$ cat src/rtl/pll_sequencer_if.sv
// Phase-step request bus between a requester (master) and pll_sequencer (slave).
interface pll_sequencer_if;
  logic       ps_req;
  logic [2:0] ps_ch;
  logic       ps_up;
  logic [3:0] ps_steps;
  logic       ps_ack;
  logic       ps_err;

  modport master (
    output ps_req,
    output ps_ch,
    output ps_up,
    output ps_steps,
    input  ps_ack,
    input  ps_err
  );

  modport slave (
    input  ps_req,
    input  ps_ch,
    input  ps_up,
    input  ps_steps,
    output ps_ack,
    output ps_err
  );
endinterface

$ cat src/rtl/pll_sequencer.sv
// PLL reset/lock sequencer with lock-loss recovery and optional dynamic phase stepping.
// Phase stepping is compiled in only when PLL_SEQ_PHASE_SHIFT_EN is defined.
module pll_sequencer #(
  parameter int RESET_PULSE_CYCLES  = 16,
  parameter int LOCK_STABLE_CYCLES  = 1024,
  parameter int LOCK_TIMEOUT_CYCLES = 65536,
  parameter int PS_PULSE_CYCLES     = 4,
  parameter int PS_SETTLE_CYCLES    = 8
) (
  input  logic           clk,
  input  logic           rst,
  input  logic           i_pll_lock,
  output logic           o_pll_reset,
  output logic [2:0]     o_ps_sel,
  output logic           o_ps_dir,
  output logic           o_ps_pulse,
  output logic           o_ready,
  output logic           o_mem_rst,
  output logic [7:0]     o_relock_cnt,
  pll_sequencer_if.slave ps_bus
);

  localparam int RW     = $clog2(RESET_PULSE_CYCLES) + 1;
  localparam int SW     = $clog2(LOCK_STABLE_CYCLES) + 1;
  localparam int TW     = $clog2(LOCK_TIMEOUT_CYCLES) + 1;
  localparam int PS_MAX = (PS_PULSE_CYCLES > PS_SETTLE_CYCLES) ? PS_PULSE_CYCLES : PS_SETTLE_CYCLES;
  localparam int PW     = $clog2(PS_MAX) + 1;

  localparam logic [RW-1:0] RST_LAST = RW'(RESET_PULSE_CYCLES - 1);
  localparam logic [SW-1:0] STB_LAST = SW'(LOCK_STABLE_CYCLES - 1);
  localparam logic [TW-1:0] TMO_LAST = TW'(LOCK_TIMEOUT_CYCLES - 1);
  localparam logic [PW-1:0] PUL_LAST = PW'(PS_PULSE_CYCLES - 1);
  localparam logic [PW-1:0] SET_LAST = PW'(PS_SETTLE_CYCLES - 1);

`ifdef PLL_SEQ_PHASE_SHIFT_EN
  typedef enum logic [2:0] {
    RST_PLL   = 3'd0,
    WAIT_LOCK = 3'd1,
    STABLE    = 3'd2,
    READY     = 3'd3,
    PS_PULSE  = 3'd4,
    PS_SETTLE = 3'd5
  } state_t;
`else
  typedef enum logic [1:0] {
    RST_PLL   = 2'd0,
    WAIT_LOCK = 2'd1,
    STABLE    = 2'd2,
    READY     = 2'd3
  } state_t;
`endif

  state_t        r_state;
  logic          r_lock_meta;
  logic          r_lock_sync;
  logic [RW-1:0] r_rst_cnt;
  logic [SW-1:0] r_stb_cnt;
  logic [TW-1:0] r_tmo_cnt;
  logic          r_pll_reset;
  logic          r_ready;
  logic          r_mem_rst;
  logic          r_ps_ack;
  logic          r_ps_err;
  logic [7:0]    r_relock_cnt;
  logic          w_lock;

`ifdef PLL_SEQ_PHASE_SHIFT_EN
  logic [PW-1:0] r_ps_cnt;
  logic [3:0]    r_steps;
  logic [2:0]    r_ps_sel;
  logic          r_ps_dir;
  logic          r_ps_pulse;
`endif

  function automatic logic [7:0] sat_inc8(input logic [7:0] v);
    sat_inc8 = (v == 8'hFF) ? v : (v + 8'd1);
  endfunction

  assign w_lock = r_lock_sync;

  // Two-flop synchronizer for the asynchronous PLL lock indication
  always_ff @(posedge clk or posedge rst) begin
    if (rst) begin
      r_lock_meta <= 1'b0;
      r_lock_sync <= 1'b0;
    end else begin
      r_lock_meta <= i_pll_lock;
      r_lock_sync <= r_lock_meta;
    end
  end

  // Sequencer FSM with all outputs registered
  always_ff @(posedge clk or posedge rst) begin
    if (rst) begin
      r_state      <= RST_PLL;
      r_rst_cnt    <= '0;
      r_stb_cnt    <= '0;
      r_tmo_cnt    <= '0;
      r_pll_reset  <= 1'b1;
      r_ready      <= 1'b0;
      r_mem_rst    <= 1'b1;
      r_ps_ack     <= 1'b0;
      r_ps_err     <= 1'b0;
      r_relock_cnt <= 8'd0;
`ifdef PLL_SEQ_PHASE_SHIFT_EN
      r_ps_cnt     <= '0;
      r_steps      <= 4'd0;
      r_ps_sel     <= 3'd0;
      r_ps_dir     <= 1'b0;
      r_ps_pulse   <= 1'b0;
`endif
    end else begin
      r_ps_ack <= 1'b0;
      r_ps_err <= 1'b0;
      case (r_state)
        RST_PLL: begin
          if (r_rst_cnt == RST_LAST) begin
            r_state     <= WAIT_LOCK;
            r_pll_reset <= 1'b0;
            r_rst_cnt   <= '0;
            r_tmo_cnt   <= '0;
          end else begin
            r_rst_cnt <= r_rst_cnt + RW'(1);
          end
        end

        WAIT_LOCK: begin
          if (r_tmo_cnt == TMO_LAST) begin
            r_state     <= RST_PLL;
            r_pll_reset <= 1'b1;
            r_rst_cnt   <= '0;
          end else begin
            r_tmo_cnt <= r_tmo_cnt + TW'(1);
            if (w_lock) begin
              r_state   <= STABLE;
              r_stb_cnt <= '0;
            end
          end
        end

        // Reaching the stable count wins over a coincident timeout
        STABLE: begin
          if (w_lock && (r_stb_cnt == STB_LAST)) begin
            r_state   <= READY;
            r_ready   <= 1'b1;
            r_mem_rst <= 1'b0;
          end else if (r_tmo_cnt == TMO_LAST) begin
            r_state     <= RST_PLL;
            r_pll_reset <= 1'b1;
            r_rst_cnt   <= '0;
          end else begin
            r_tmo_cnt <= r_tmo_cnt + TW'(1);
            if (!w_lock) begin
              r_state <= WAIT_LOCK;
            end else begin
              r_stb_cnt <= r_stb_cnt + SW'(1);
            end
          end
        end

        READY: begin
          if (!w_lock) begin
            r_state      <= RST_PLL;
            r_pll_reset  <= 1'b1;
            r_rst_cnt    <= '0;
            r_ready      <= 1'b0;
            r_mem_rst    <= 1'b1;
            r_relock_cnt <= sat_inc8(r_relock_cnt);
          end else if (ps_bus.ps_req) begin
`ifdef PLL_SEQ_PHASE_SHIFT_EN
            if (ps_bus.ps_steps == 4'd0) begin
              r_ps_ack <= 1'b1;
              r_ps_err <= 1'b0;
            end else begin
              // ps_pulse stays low this cycle so sel/dir lead the first rise
              r_ps_sel <= ps_bus.ps_ch;
              r_ps_dir <= ps_bus.ps_up;
              r_steps  <= ps_bus.ps_steps;
              r_ps_cnt <= '0;
              r_state  <= PS_PULSE;
            end
`else
            r_ps_ack <= 1'b1;
            r_ps_err <= 1'b1;
`endif
          end
        end

`ifdef PLL_SEQ_PHASE_SHIFT_EN
        PS_PULSE: begin
          if (!w_lock) begin
            r_ps_pulse   <= 1'b0;
            r_ps_ack     <= 1'b1;
            r_ps_err     <= 1'b1;
            r_state      <= RST_PLL;
            r_pll_reset  <= 1'b1;
            r_rst_cnt    <= '0;
            r_ready      <= 1'b0;
            r_mem_rst    <= 1'b1;
            r_relock_cnt <= sat_inc8(r_relock_cnt);
          end else if (!r_ps_pulse) begin
            r_ps_pulse <= 1'b1;
            r_ps_cnt   <= '0;
          end else if (r_ps_cnt == PUL_LAST) begin
            r_ps_pulse <= 1'b0;
            r_ps_cnt   <= '0;
            r_state    <= PS_SETTLE;
          end else begin
            r_ps_cnt <= r_ps_cnt + PW'(1);
          end
        end

        PS_SETTLE: begin
          if (!w_lock) begin
            r_ps_pulse   <= 1'b0;
            r_ps_ack     <= 1'b1;
            r_ps_err     <= 1'b1;
            r_state      <= RST_PLL;
            r_pll_reset  <= 1'b1;
            r_rst_cnt    <= '0;
            r_ready      <= 1'b0;
            r_mem_rst    <= 1'b1;
            r_relock_cnt <= sat_inc8(r_relock_cnt);
          end else if (r_ps_cnt == SET_LAST) begin
            r_ps_cnt <= '0;
            if (r_steps == 4'd1) begin
              r_steps  <= 4'd0;
              r_ps_ack <= 1'b1;
              r_ps_err <= 1'b0;
              r_state  <= READY;
            end else begin
              r_steps    <= r_steps - 4'd1;
              r_ps_pulse <= 1'b1;
              r_state    <= PS_PULSE;
            end
          end else begin
            r_ps_cnt <= r_ps_cnt + PW'(1);
          end
        end
`endif

        default: begin
          r_state     <= RST_PLL;
          r_pll_reset <= 1'b1;
          r_rst_cnt   <= '0;
          r_ready     <= 1'b0;
          r_mem_rst   <= 1'b1;
        end
      endcase
    end
  end

  assign o_pll_reset   = r_pll_reset;
  assign o_ready       = r_ready;
  assign o_mem_rst     = r_mem_rst;
  assign o_relock_cnt  = r_relock_cnt;
  assign ps_bus.ps_ack = r_ps_ack;
  assign ps_bus.ps_err = r_ps_err;

`ifdef PLL_SEQ_PHASE_SHIFT_EN
  assign o_ps_sel   = r_ps_sel;
  assign o_ps_dir   = r_ps_dir;
  assign o_ps_pulse = r_ps_pulse;
`else
  logic          w_unused_req;
  logic [PW-1:0] w_unused_ps;

  assign o_ps_sel     = 3'd0;
  assign o_ps_dir     = 1'b0;
  assign o_ps_pulse   = 1'b0;
  // Request fields are only consumed by the phase-step build
  assign w_unused_req = ^{ps_bus.ps_ch, ps_bus.ps_up, ps_bus.ps_steps};
  assign w_unused_ps  = PUL_LAST ^ SET_LAST;
`endif

endmodule

$ cat src/flat_wrapper.sv
// flat-port wrapper written by rule: the top's interface ports become plain ports
module pll_sequencer_flat 
#(
  parameter int RESET_PULSE_CYCLES  = 16,
  parameter int LOCK_STABLE_CYCLES  = 1024,
  parameter int LOCK_TIMEOUT_CYCLES = 65536,
  parameter int PS_PULSE_CYCLES     = 4,
  parameter int PS_SETTLE_CYCLES    = 8
)
  (clk, rst, i_pll_lock, o_pll_reset, o_ps_sel, o_ps_dir, o_ps_pulse, o_ready, o_mem_rst, o_relock_cnt, ps_bus_ps_req, ps_bus_ps_ch, ps_bus_ps_up, ps_bus_ps_steps, ps_bus_ps_ack, ps_bus_ps_err);
  pll_sequencer_if ps_bus_i ();
  input  logic clk;
  input  logic rst;
  input  logic i_pll_lock;
  output logic o_pll_reset;
  output logic [2:0] o_ps_sel;
  output logic o_ps_dir;
  output logic o_ps_pulse;
  output logic o_ready;
  output logic o_mem_rst;
  output logic [7:0] o_relock_cnt;
  input wire logic [$bits(ps_bus_i.ps_req)-1:0] ps_bus_ps_req;
  input wire logic [$bits(ps_bus_i.ps_ch)-1:0] ps_bus_ps_ch;
  input wire logic [$bits(ps_bus_i.ps_up)-1:0] ps_bus_ps_up;
  input wire logic [$bits(ps_bus_i.ps_steps)-1:0] ps_bus_ps_steps;
  output wire logic [$bits(ps_bus_i.ps_ack)-1:0] ps_bus_ps_ack;
  output wire logic [$bits(ps_bus_i.ps_err)-1:0] ps_bus_ps_err;
  assign ps_bus_i.ps_req = ps_bus_ps_req;
  assign ps_bus_i.ps_ch = ps_bus_ps_ch;
  assign ps_bus_i.ps_up = ps_bus_ps_up;
  assign ps_bus_i.ps_steps = ps_bus_ps_steps;
  assign ps_bus_ps_ack = ps_bus_i.ps_ack;
  assign ps_bus_ps_err = ps_bus_i.ps_err;
  pll_sequencer #(.RESET_PULSE_CYCLES(RESET_PULSE_CYCLES), .LOCK_STABLE_CYCLES(LOCK_STABLE_CYCLES), .LOCK_TIMEOUT_CYCLES(LOCK_TIMEOUT_CYCLES), .PS_PULSE_CYCLES(PS_PULSE_CYCLES), .PS_SETTLE_CYCLES(PS_SETTLE_CYCLES)) u_core (.clk(clk), .rst(rst), .i_pll_lock(i_pll_lock), .o_pll_reset(o_pll_reset), .o_ps_sel(o_ps_sel), .o_ps_dir(o_ps_dir), .o_ps_pulse(o_ps_pulse), .o_ready(o_ready), .o_mem_rst(o_mem_rst), .o_relock_cnt(o_relock_cnt), .ps_bus(ps_bus_i));
endmodule
$ cat config.mk
export PLATFORM = sky130hd
export DESIGN_NAME = pll_sequencer_flat
export DESIGN_NICKNAME = d
export VERILOG_FILES = /design/src/rtl/pll_sequencer_if.sv /design/src/rtl/pll_sequencer.sv /design/src/flat_wrapper.sv
export SDC_FILE = /design/constraint.sdc
export NUM_CORES = 1
export LEC_CHECK = 0
export ABC_CLOCK_PERIOD_IN_PS = 2750
export BUFFER_PORTS_ARGS = -buffer_cell sky130_fd_sc_hd__buf_4
export CAP_MARGIN = 20
export CORE_MARGIN = 2
export CORE_UTILIZATION = 45
export DETAILED_ROUTE_END_ITERATION = 8
export PLACE_DENSITY = 0.73
export REMOVE_ABC_BUFFERS = 1
export SYNTH_ARGS = -nofsm -noshare
export SYNTH_HDL_FRONTEND = slang
export SYNTH_SLANG_ARGS = --single-unit
$ cat constraint.sdc
create_clock -name clk -period 2.75 [get_ports clk]
set_clock_uncertainty 0.2 [all_clocks]
set_input_delay 0.1375 -clock clk [delete_from_list [all_inputs] [get_ports clk]]
set_output_delay 0.1375 -clock clk [all_outputs]
set_load 0.01 [all_outputs]
==> results of run 1 <==
-- path summary, 6_finish.rpt --
kind	startpoint	endpoint	slack, ns	cells after the start
worst max-delay path	u_core.r_tmo_cnt[1]$_DFFE_PP0P_	u_core.r_tmo_cnt[10]$_DFFE_PP0P_	0.14	12
worst min-delay path	rst	u_core.ps_bus.ps_ack$_DFF_PP0_	0.14	3
worst max register to register	u_core.r_tmo_cnt[1]$_DFFE_PP0P_	u_core.r_tmo_cnt[10]$_DFFE_PP0P_	0.14	12
worst min register to register	u_core.r_lock_meta$_DFF_PP0_	u_core.r_lock_sync$_DFF_PP0_	0.15	0
max in group asynchronous	rst	u_core.o_pll_reset$_DFFE_PP1P_	1.43	4
min in group clk	u_core.r_lock_meta$_DFF_PP0_	u_core.r_lock_sync$_DFF_PP0_	0.15	0
-- sequential cells by signal (all words and copies together), names as in the netlist, 2 cells and up --
register and flops:
u_core.r_tmo_cnt 17, u_core.r_stb_cnt 11, u_core.r_state 2, u_core.o_relock_cnt 8, u_core.r_rst_cnt 5
-- layer usage --
metal | vias to the layer above | share of wire (%)
met5 | - | 0
met4 | 0 | 1.0
met3 | 5 | 3.9
met2 | 46 | 46
met1 | 1198 | 49
li1 | 1145 | -
-- power by group through the flow --
stage          Clock [W]  Combinational, W  Sequential [W]
5_1_grt         0.000477           0.00144        0.000936
6_report        0.000432           0.00131        0.000922
3_3_place_gp           0           0.00112        0.000933
3_5_place_dp           0           0.00115        0.000937
2_1_floorplan          0          0.000805        0.000933
4_1_cts         0.000450           0.00116        0.000923
-- layout make-up --
class / instances / share of cell area (%)
Clock buffer: 5 / 2.07
Clock inverter: 3 / 0.676
Inverter: 9 / 1.01
Multi-Input combinational cell: 215 / 48.4
Sequential cell: 49 / 36.9
Tap cell: 77 / 2.89
Timing Repair Buffer: 33 / 8.04
-- worst max-delay path: cells and delay by family, from the launching register on --
family	cells	cell delay, ns
buf+inv	2	0.35
flops	1	0.42
compound gates	3	0.45
fa+ha+maj	2	0.40
simple gates	5	0.67
-- cell usage in the layout, fill, tap and decap left out, types with 2 or more instances in the layout --
master | Yosys | final
o21ai_1 | 2 | 4
dlygate4sd3_1 | 0 | 3
nand4_4 | 2 | 2
inv_2 | 1 | 2
conb_1 | 1 | 5
mux2_2 | 2 | 2
a41oi_1 | 5 | 5
nor3_1 | 3 | 3
nand2b_1 | 2 | 2
nand3_4 | 1 | 2
inv_1 | 8 | 7
a31oi_4 | 1 | 2
buf_4 | 10 | 29
o31ai_2 | 0 | 4
ha_1 | 10 | 9
and3_1 | 11 | 11
clkinv_4 | 0 | 2
o211ai_1 | 3 | 3
nand4_1 | 9 | 9
dfrtp_1 | 47 | 47
clkbuf_8 | 0 | 5
o31ai_1 | 25 | 21
o41ai_1 | 2 | 2
o21ai_0 | 16 | 14
xnor2_1 | 6 | 6
o21a_1 | 4 | 4
a31oi_1 | 10 | 10
nand2_1 | 18 | 18
nor2b_1 | 5 | 5
nand3_1 | 12 | 12
and4_1 | 5 | 5
nor2_1 | 15 | 15
a21oi_1 | 4 | 4
and2_1 | 6 | 6
nand3b_1 | 2 | 2
dfstp_2 | 2 | 2
-- metrics by stage --
| step | total power, W | cell area (µm²) | setup WS (ns) | utilization (%) |
|---|---|---|---|---|
| detailed placement | 0.00209 | 3110 | 0.115 | 49.0 |
| CTS | 0.00253 | 3240 | 0.0605 | 51.0 |
| global placement | 0.00205 | 3110 | 0.135 | 49.0 |
| floorplan | 0.00174 | 2820 | -0.0153 | - |
| global route | 0.00286 | 3330 | -0.00990 | 52.4 |
| finish | 0.00266 | 3330 | 0.138 | 52.4 |
-- cells by family (layout without fill, tap and decap cells) --
family / Yosys count / count (layout)
buffers and inverters: 33 / 50
muxes: 4 / 4
adders and majority gates: 10 / 10
xor gates and xnor gates: 7 / 7
and+or+nand+nor: 103 / 103
DFF: 49 / 49
AOI/OAI and AO/OA: 85 / 86
other: 1 / 5
-- timing repair --
action | CTS | global route
setup buffers | 0 | 4
setup endpoints to repair | 0 | 25
hold buffers | 3 | 0
hold endpoints to repair | 17 | 0
resized for setup | 0 | 9
-- cells in the mapped netlist (all sizes together), types with 3 or more instances --
cell type  count  area, µm²
and2           6       37.5
buf           20        138
o211ai         3       22.5
ha            10        125
o21ai         18       90.1
inv            9       33.8
o31ai         25        188
xnor2          6       52.6
a31oi         11       83.8
nand3         14       87.6
clkbuf         4       16.3
mux2           3       33.8
and4           5       43.8
o41ai          4       61.3
and3          12       80.1
o21a           4       30.0
a41oi          6       60.1
nor3           3       15.0
a21oi          4       20.0
nor2b          5       31.3
nor2          15       56.3
nand4         12        111
dfrtp         47       1180
nand2         18       67.6
==> impl_metrics.json, run 1 <==
{
  "crit_chain": "ha_1, and3_1, and2_1, nand2_1, nor2_1, ha_2, nor2b_1, buf_4, o22ai_4, buf_12, o31ai_1, o31ai_1",
  "wire_per_inst_um": 15.8,
  "totalWireLength_um": 6180,
  "cts.reportedPaths.clkPinSlew_ns": 0.09,
  "synthesis.area_um2": 2960,
  "antenna_cells": 0,
  "clkLatencyLatePin_ns": 0.31,
  "ir_drop_mv": 0.447,
  "cpMostUsedCell": "o31ai_1",
  "core_area_um2": 6350,
  "h-tree-depth": 2,
  "io_pins": 30,
  "seqPwrFrac_pct": 34.6,
  "cts_buffers": 5,
  "grt_max_degree": 35,
  "p_clk_share_pct": 16.2,
  "firstDrtPassIters": 4,
  "use_met3_pct": 3.50,
  "cp-start-kind": "flop",
  "drt_iter0_markers": 200,
  "finalSetupViolCount": 0,
  "synth_fa_ha_area_share_pct": 4.22,
  "cp.arrival_ns": 2.60,
  "tns_ns": 0,
  "holdWs_ns": 0.143,
  "hold_viol_final": 0,
  "synth_edf_count": 0,
  "final_cells": 391,
  "cp_max_fo": 19,
  "cts_tree": "yes",
  "synth-compound-area-share_pct": 22.1,
  "antenna_found_initial": 0,
  "multi_input_area_um2": 1610,
  "muxShareOfSynthArea_pct": 1.48,
  "portBuffers": 16,
  "period_needed_ns": 2.61,
  "dp.cells": 375,
  "vias": 2394,
  "ff_latch_area_um2": 1230,
  "synthCells": 292,
  "tightest_slew_ns": 0.592,
  "gr-total-overflow": 0,
  "outcome": "complete, no violations",
  "hp-class": "input port to async pin",
  "synth_top_family_by_area": "simple AND/OR/NAND/NOR gates",
  "slew_viol_final": 0,
  "fillers": 562,
  "clock-sinks": 49,
  "place.gp.congestion": 0.802,
  "comb_power_share_pct": 49.1,
  "synthSimpleGateAreaFrac_pct": 22.1,
  "cp-end-kind": "flop",
  "grt_pass1_wl_um": 10600,
  "cpPeakStageDelay_ns": 0.42,
  "finalNetCount": 335,
  "syn2layout_area_growth_pct": 12.4,
  "p_leak_nw": 1.49,
  "syn-mean-instance-area_um2": 10.1,
  "max-clock-path-buffers": 2,
  "drcViolationCount": 0,
  "die_h_um": 85.1,
  "synth_seq_cells": 49,
  "die_area_um2": 7250,
  "cts_root_buffer": "clkbuf_8",
  "path_class": "flop to flop",
  "gr-usage-met1_pct": 25.0,
  "worst_path_max_delay_cell": "dfrtp_1",
  "initial_core_util_pct": 46.6,
  "placementRows": 29,
  "ys_async_sr_fraction_pct": 100,
  "p_sw_share_pct": 43.1,
  "drv_cap": 0,
  "switchingPower_w": 0.00115,
  "synth_ff_type": "dfrtp_1",
  "crit_required_ns": 2.74,
  "ys_seq_area_share_pct": 41.5,
  "grt_busiest_layer": "met2",
  "fmax_mhz": 383,
  "yosys_warnings": 0,
  "grt_pass1_vias": 2285,
  "dieWidth_um": 85.1,
  "slew_headroom_pct": 60.3,
  "fin_crit_sh_pct": 95.0,
  "viasPerCell": 6.12,
  "hpwl_um": 4090,
  "power_density_nw_per_um2": 799,
  "groute.usage.overall_pct": 17.7,
  "grt.met2_usage_pct": 27.8,
  "synth.distinct_cells": 64,
  "p_int_w": 0.00152,
  "synth-xor-area-share_pct": 2.07,
  "ant_nets": 0,
  "layout-drive-gt1-share_pct": 21.0
}
Power figures use the tool's default switching activity.
==> run 2, diff against run 1 <==
- CORE_UTILIZATION: 45 -> 30
- HOLD_SLACK_MARGIN: default -> 0.15
- PLACE_DENSITY: 0.73 -> 0.55
==> run 2 against run 1 <==
  * Clock-buffer cell count unchanged
  * Final area increased by 2.7%
  * Sequential cell count unchanged
  * Routed wire length increased by 1.4%
  * Clock power increased by 3%
  * First-iteration DRC count decreased by 57%
==> impl_metrics.json, run 2 (synthesis gave the netlist of run 1 again) <==
{
  "max-clock-path-buffers": 2,
  "antenna_cells": 0,
  "cp.arrival_ns": 2.60,
  "top_layer_used": "met4",
  "p_leak_nw": 1.51,
  "die_h_um": 103,
  "drv_cap": 0,
  "finalSetupViolCount": 0,
  "layout-drive-gt1-share_pct": 22.3,
  "clkLatencyLatePin_ns": 0.31,
  "core_area_um2": 9680,
  "dieWidth_um": 103,
  "tns_ns": 0,
  "largest_register_ffs": 17,
  "tightest_slew_ns": 0.544,
  "grt_pass1_vias": 2156,
  "cts_tree": "yes",
  "slew_viol_final": 0,
  "path_class": "flop to flop",
  "final_common_cell": "dfrtp_1",
  "cts_buffers": 5,
  "cp_max_fo": 19,
  "route.met3.wl_um": 146,
  "cp-start-kind": "flop",
  "power_density_nw_per_um2": 785,
  "wl_met2_um": 2850,
  "initial_core_util_pct": 30.6,
  "grt_pass1_wl_um": 10600,
  "period_needed_ns": 2.61,
  "drt_iter0_markers": 86,
  "drcViolationCount": 0,
  "portBuffers": 16,
  "outcome": "complete, no violations",
  "place.gp.congestion": 0.809,
  "cts_root_buffer": "clkbuf_8",
  "groute.usage.overall_pct": 12.4,
  "layout_common_cells": "dfrtp_1, buf_4, o31ai_1",
  "wire_per_inst_um": 13.9,
  "utilization_pct": 35.3,
  "top_register": "u_core.r_tmo_cnt",
  "slew_headroom_pct": 63.5,
  "vias": 2326,
  "ir_drop_mv": 0.392,
  "ant_nets": 0,
  "placementRows": 36,
  "rsz0062_at_grt": "no",
  "fin_crit_sh_pct": 95.0,
  "viasPerCell": 5.16,
  "syn2layout_area_growth_pct": 15.4,
  "hpwl_um": 4380,
  "hp-class": "flop to flop",
  "clock-sinks": 49,
  "firstDrtPassIters": 4,
  "grt_max_degree": 27,
  "die_area_um2": 10700,
  "antenna_found_initial": 0,
  "fmax_mhz": 383,
  "cp-end-kind": "flop",
  "h-tree-depth": 2,
  "drt-met1-wl_um": 3210,
  "crit_required_ns": 2.74,
  "hold_viol_final": 0,
  "finalNetCount": 339,
  "gr-total-overflow": 0,
  "totalWireLength_um": 6270,
  "cts.reportedPaths.clkPinSlew_ns": 0.09,
  "io_pins": 30
}
[run 2: worst paths after layout]
check	startpoint	end	slack, ns	cells past startpoint
max	u_core.r_tmo_cnt[0]$_DFFE_PP0P_	u_core.r_tmo_cnt[5]$_DFFE_PP0P_	0.14	12
min	u_core.r_lock_meta$_DFF_PP0_	u_core.r_lock_sync$_DFF_PP0_	0.17	0
max reg2reg	u_core.r_tmo_cnt[0]$_DFFE_PP0P_	u_core.r_tmo_cnt[5]$_DFFE_PP0P_	0.14	12
min reg2reg	u_core.r_lock_meta$_DFF_PP0_	u_core.r_lock_sync$_DFF_PP0_	0.17	0
max in group asynchronous	rst	u_core.o_pll_reset$_DFFE_PP1P_	1.46	4
min in group asynchronous	rst	u_core.r_lock_meta$_DFF_PP0_	0.23	3
[run 2: cell type report]
class | instances | area, µm²
sequential | 49 | 1230
tap | 133 | 166
inverter | 9 | 33.8
clock inverter | 3 | 22.5
multi-input combinational | 215 | 1600
fill | 974 | 6270
timing repair buffer | 37 | 302
clock buffer | 5 | 68.8
[run 2: per-layer routing]
| metal | global-route usage (%) | up-vias |
|---|---|---|
| met2 | 19.0 | 28 |
| met4 | 3.04 | 0 |
| li1 | - | 1155 |
| met5 | 0 | - |
| met1 | 17.8 | 1136 |
| met3 | 2.42 | 7 |
[run 2: power breakdown]
part           switching [W]  internal [W]
Clock               0.000262      0.000181
Sequential         0.0000963      0.000822
Combinational       0.000773      0.000550
[run 2: stage by stage]
stage,total power (W),instance area (µm²),hold WS [ns],instances,setup WS (ns)
6_report,0.00268,3420,0.167,451,0.137
5_1_grt,0.00292,3420,0.190,451,0.0223
4_1_cts,0.00257,3320,0.167,444,0.00767
3_5_place_dp,0.00211,3200,0.0388,433,0.0135
3_3_place_gp,0.00211,3200,0.0255,433,0.0426
2_1_floorplan,0.00174,2820,-0.0311,272,-0.0153
[run 2: what timing repair did]
action,CTS,global route
buffers inserted,0,6
hold buffers,3,0
pin swaps,1,1
endpoints found under the setup margin,4,28
cloned,0,1
resized for setup,0,8
endpoints found under the hold margin,26,0
[run 2: worst max-delay path: stages (launching register included)]
cell     delay (ns)
dfrtp_1        0.41
ha_1           0.22
and3_1         0.20
and2_2         0.22
nand2_1        0.10
nor2_1         0.07
ha_2           0.20
nor2b_1        0.11
buf_4          0.17
o22ai_4        0.09
buf_12         0.16
o31ai_2        0.24
o41ai_2        0.11
==> run 3, diff against run 2 <==
- GPL_TIMING_DRIVEN: default -> 0
==> run 3 against run 2 <==
  * Core utilization decreased by 0.34 points
  * Global-route usage decreased by 0.42 points
  * Die area unchanged
  * Critical endpoint is now u_core.r_stb_cnt[3]$_DFFE_PP0P_
  * Final area decreased by 0.95%
  * Cell count decreased by 2.0%
==> impl_metrics.json, run 3 (synthesis gave the netlist of run 1 again) <==
{
  "layout-drive-gt1-share_pct": 20.4,
  "cp-start-kind": "flop",
  "grt_pass1_vias": 2126,
  "slew_viol_final": 0,
  "ir_drop_mv": 0.417,
  "tns_ns": 0,
  "cts_tree": "yes",
  "die_h_um": 103,
  "hpwl_um": 4250,
  "cts_buffers": 5,
  "firstDrtPassIters": 4,
  "reg2regPathDepth": 10,
  "cp.arrival_ns": 2.73,
  "finalSetupViolCount": 0,
  "top_register": "u_core.r_tmo_cnt",
  "gr-total-overflow": 0,
  "utilization_pct": 35.0,
  "drv_cap": 0,
  "portBuffers": 16,
  "grt_max_degree": 41,
  "finalNetCount": 330,
  "vias": 2311,
  "hp-class": "flop to flop",
  "antenna_found_initial": 0,
  "ant_nets": 0,
  "slew_headroom_pct": 58.4,
  "outcome": "complete, no violations",
  "cts.reportedPaths.clkPinSlew_ns": 0.11,
  "place.gp.congestion": 0.801,
  "hold_path_depth": 0,
  "hold_viol_final": 0,
  "wire_per_inst_um": 14.2,
  "crit_required_ns": 2.80,
  "grt_pass1_wl_um": 10300,
  "h-tree-depth": 2,
  "clock-sinks": 49,
  "max-clock-path-buffers": 2,
  "syn2layout_area_growth_pct": 14.3,
  "totalWireLength_um": 6290,
  "cts_root_buffer": "clkbuf_8",
  "initial_core_util_pct": 30.6,
  "cp_max_fo": 5,
  "rsz0062_at_grt": "yes",
  "fin_crit_sh_pct": 97.5,
  "fmax_mhz": 373,
  "tightest_slew_ns": 0.620,
  "io_pins": 30,
  "placementRows": 36,
  "drcViolationCount": 0,
  "groute.usage.overall_pct": 11.9,
  "power_density_nw_per_um2": 777,
  "die_area_um2": 10700,
  "core_area_um2": 9680,
  "p_leak_nw": 1.47,
  "cp-end-kind": "flop",
  "largest_register_ffs": 17,
  "path_class": "flop to flop",
  "antenna_cells": 0,
  "clkLatencyLatePin_ns": 0.31,
  "dieWidth_um": 103,
  "viasPerCell": 5.23,
  "drt_iter0_markers": 113,
  "layout_common_cells": "dfrtp_1, o31ai_1, buf_4",
  "period_needed_ns": 2.68,
  "final_common_cell": "dfrtp_1"
}
[run 3: changes by cell type in the layout (fill, tap and decap cells not counted), moves of 2 or more]
cell,delta
and3_1,-2
buf_4,-10
clkinv_4,-2
clkinvlp_4,+2
o31ai_1,+4
o31ai_2,-4
[run 3: report_power, final]
group | switching [W] | total (W) | internal, W | leakage (nW)
Clock | 0.000271 | 0.000456 | 0.000186 | 0.0423
Sequential | 0.000107 | 0.000929 | 0.000822 | 0.660
Combinational | 0.000748 | 0.00125 | 0.000498 | 0.771
[run 3: path summary, 6_finish.rpt]
path | slack (ns) | start | end
hold / removal | 0.19 | u_core.r_lock_meta$_DFF_PP0_ | u_core.r_lock_sync$_DFF_PP0_
setup / recovery | 0.07 | u_core.r_tmo_cnt[0]$_DFFE_PP0P_ | u_core.r_stb_cnt[3]$_DFFE_PP0P_
setup reg to reg | 0.07 | u_core.r_tmo_cnt[0]$_DFFE_PP0P_ | u_core.r_stb_cnt[3]$_DFFE_PP0P_
max in group asynchronous | 1.12 | rst | u_core.o_pll_reset$_DFFE_PP1P_
min in group asynchronous | 0.67 | rst | u_core.r_tmo_cnt[12]$_DFFE_PP0P_
hold reg to reg | 0.19 | u_core.r_lock_meta$_DFF_PP0_ | u_core.r_lock_sync$_DFF_PP0_
[run 3: cell type report]
cell class / instances / area [µm²]
fillers: 981 / 6300
clock buffers: 5 / 68.8
well taps: 133 / 166
clock inverters: 3 / 26.3
multi-input cells: 214 / 1610
repair buffers: 29 / 256
inverters: 9 / 33.8
flip-flops and latches: 49 / 1230
[run 3: per-stage QoR]
| step | cells | power, W | setup slack, ns | instance area (µm²) | hold slack, ns |
|---|---|---|---|---|---|
| after floorplan | 272 | 0.00174 | -0.0153 | 2820 | -0.0311 |
| after global placement | 421 | 0.00204 | -0.510 | 3110 | 0.0473 |
| after detailed placement | 423 | 0.00206 | -0.588 | 3140 | -0.119 |
| after CTS | 439 | 0.00259 | 0.0210 | 3340 | 0.194 |
| after global routing | 442 | 0.00284 | -0.0518 | 3390 | 0.196 |
| final | 442 | 0.00263 | 0.0677 | 3390 | 0.185 |
[run 3: worst max-delay path, cell delays in order, from the launching register on]
cell	delay, ns
dfrtp_1	0.44
ha_4	0.18
and3_4	0.19
and2_4	0.18
nand2_2	0.07
nor2_1	0.07
ha_2	0.22
nand4b_1	0.31
buf_4	0.23
or4_4	0.46
nand3_1	0.09
[run 3: repair_timing]
item                                    4_1_cts  5_1_grt
pin swaps                                     1        2
hold buffers                                  4        0
setup buffers                                 4        3
endpoints found under the hold margin        51        0
endpoints found under the setup margin       32       24
gates resized for setup                       7        5
[run 3: metal layers]
| metal | routed length [µm] | vias to the layer above | GRT usage [%] |
|---|---|---|---|
| li1 | - | 1127 | - |
| met1 | 3090 | 1152 | 16.8 |
| met2 | 3020 | 27 | 19.3 |
| met3 | 148 | 5 | 2.42 |
| met4 | 32 | 0 | 1.92 |
| met5 | 0 | - | 0 |
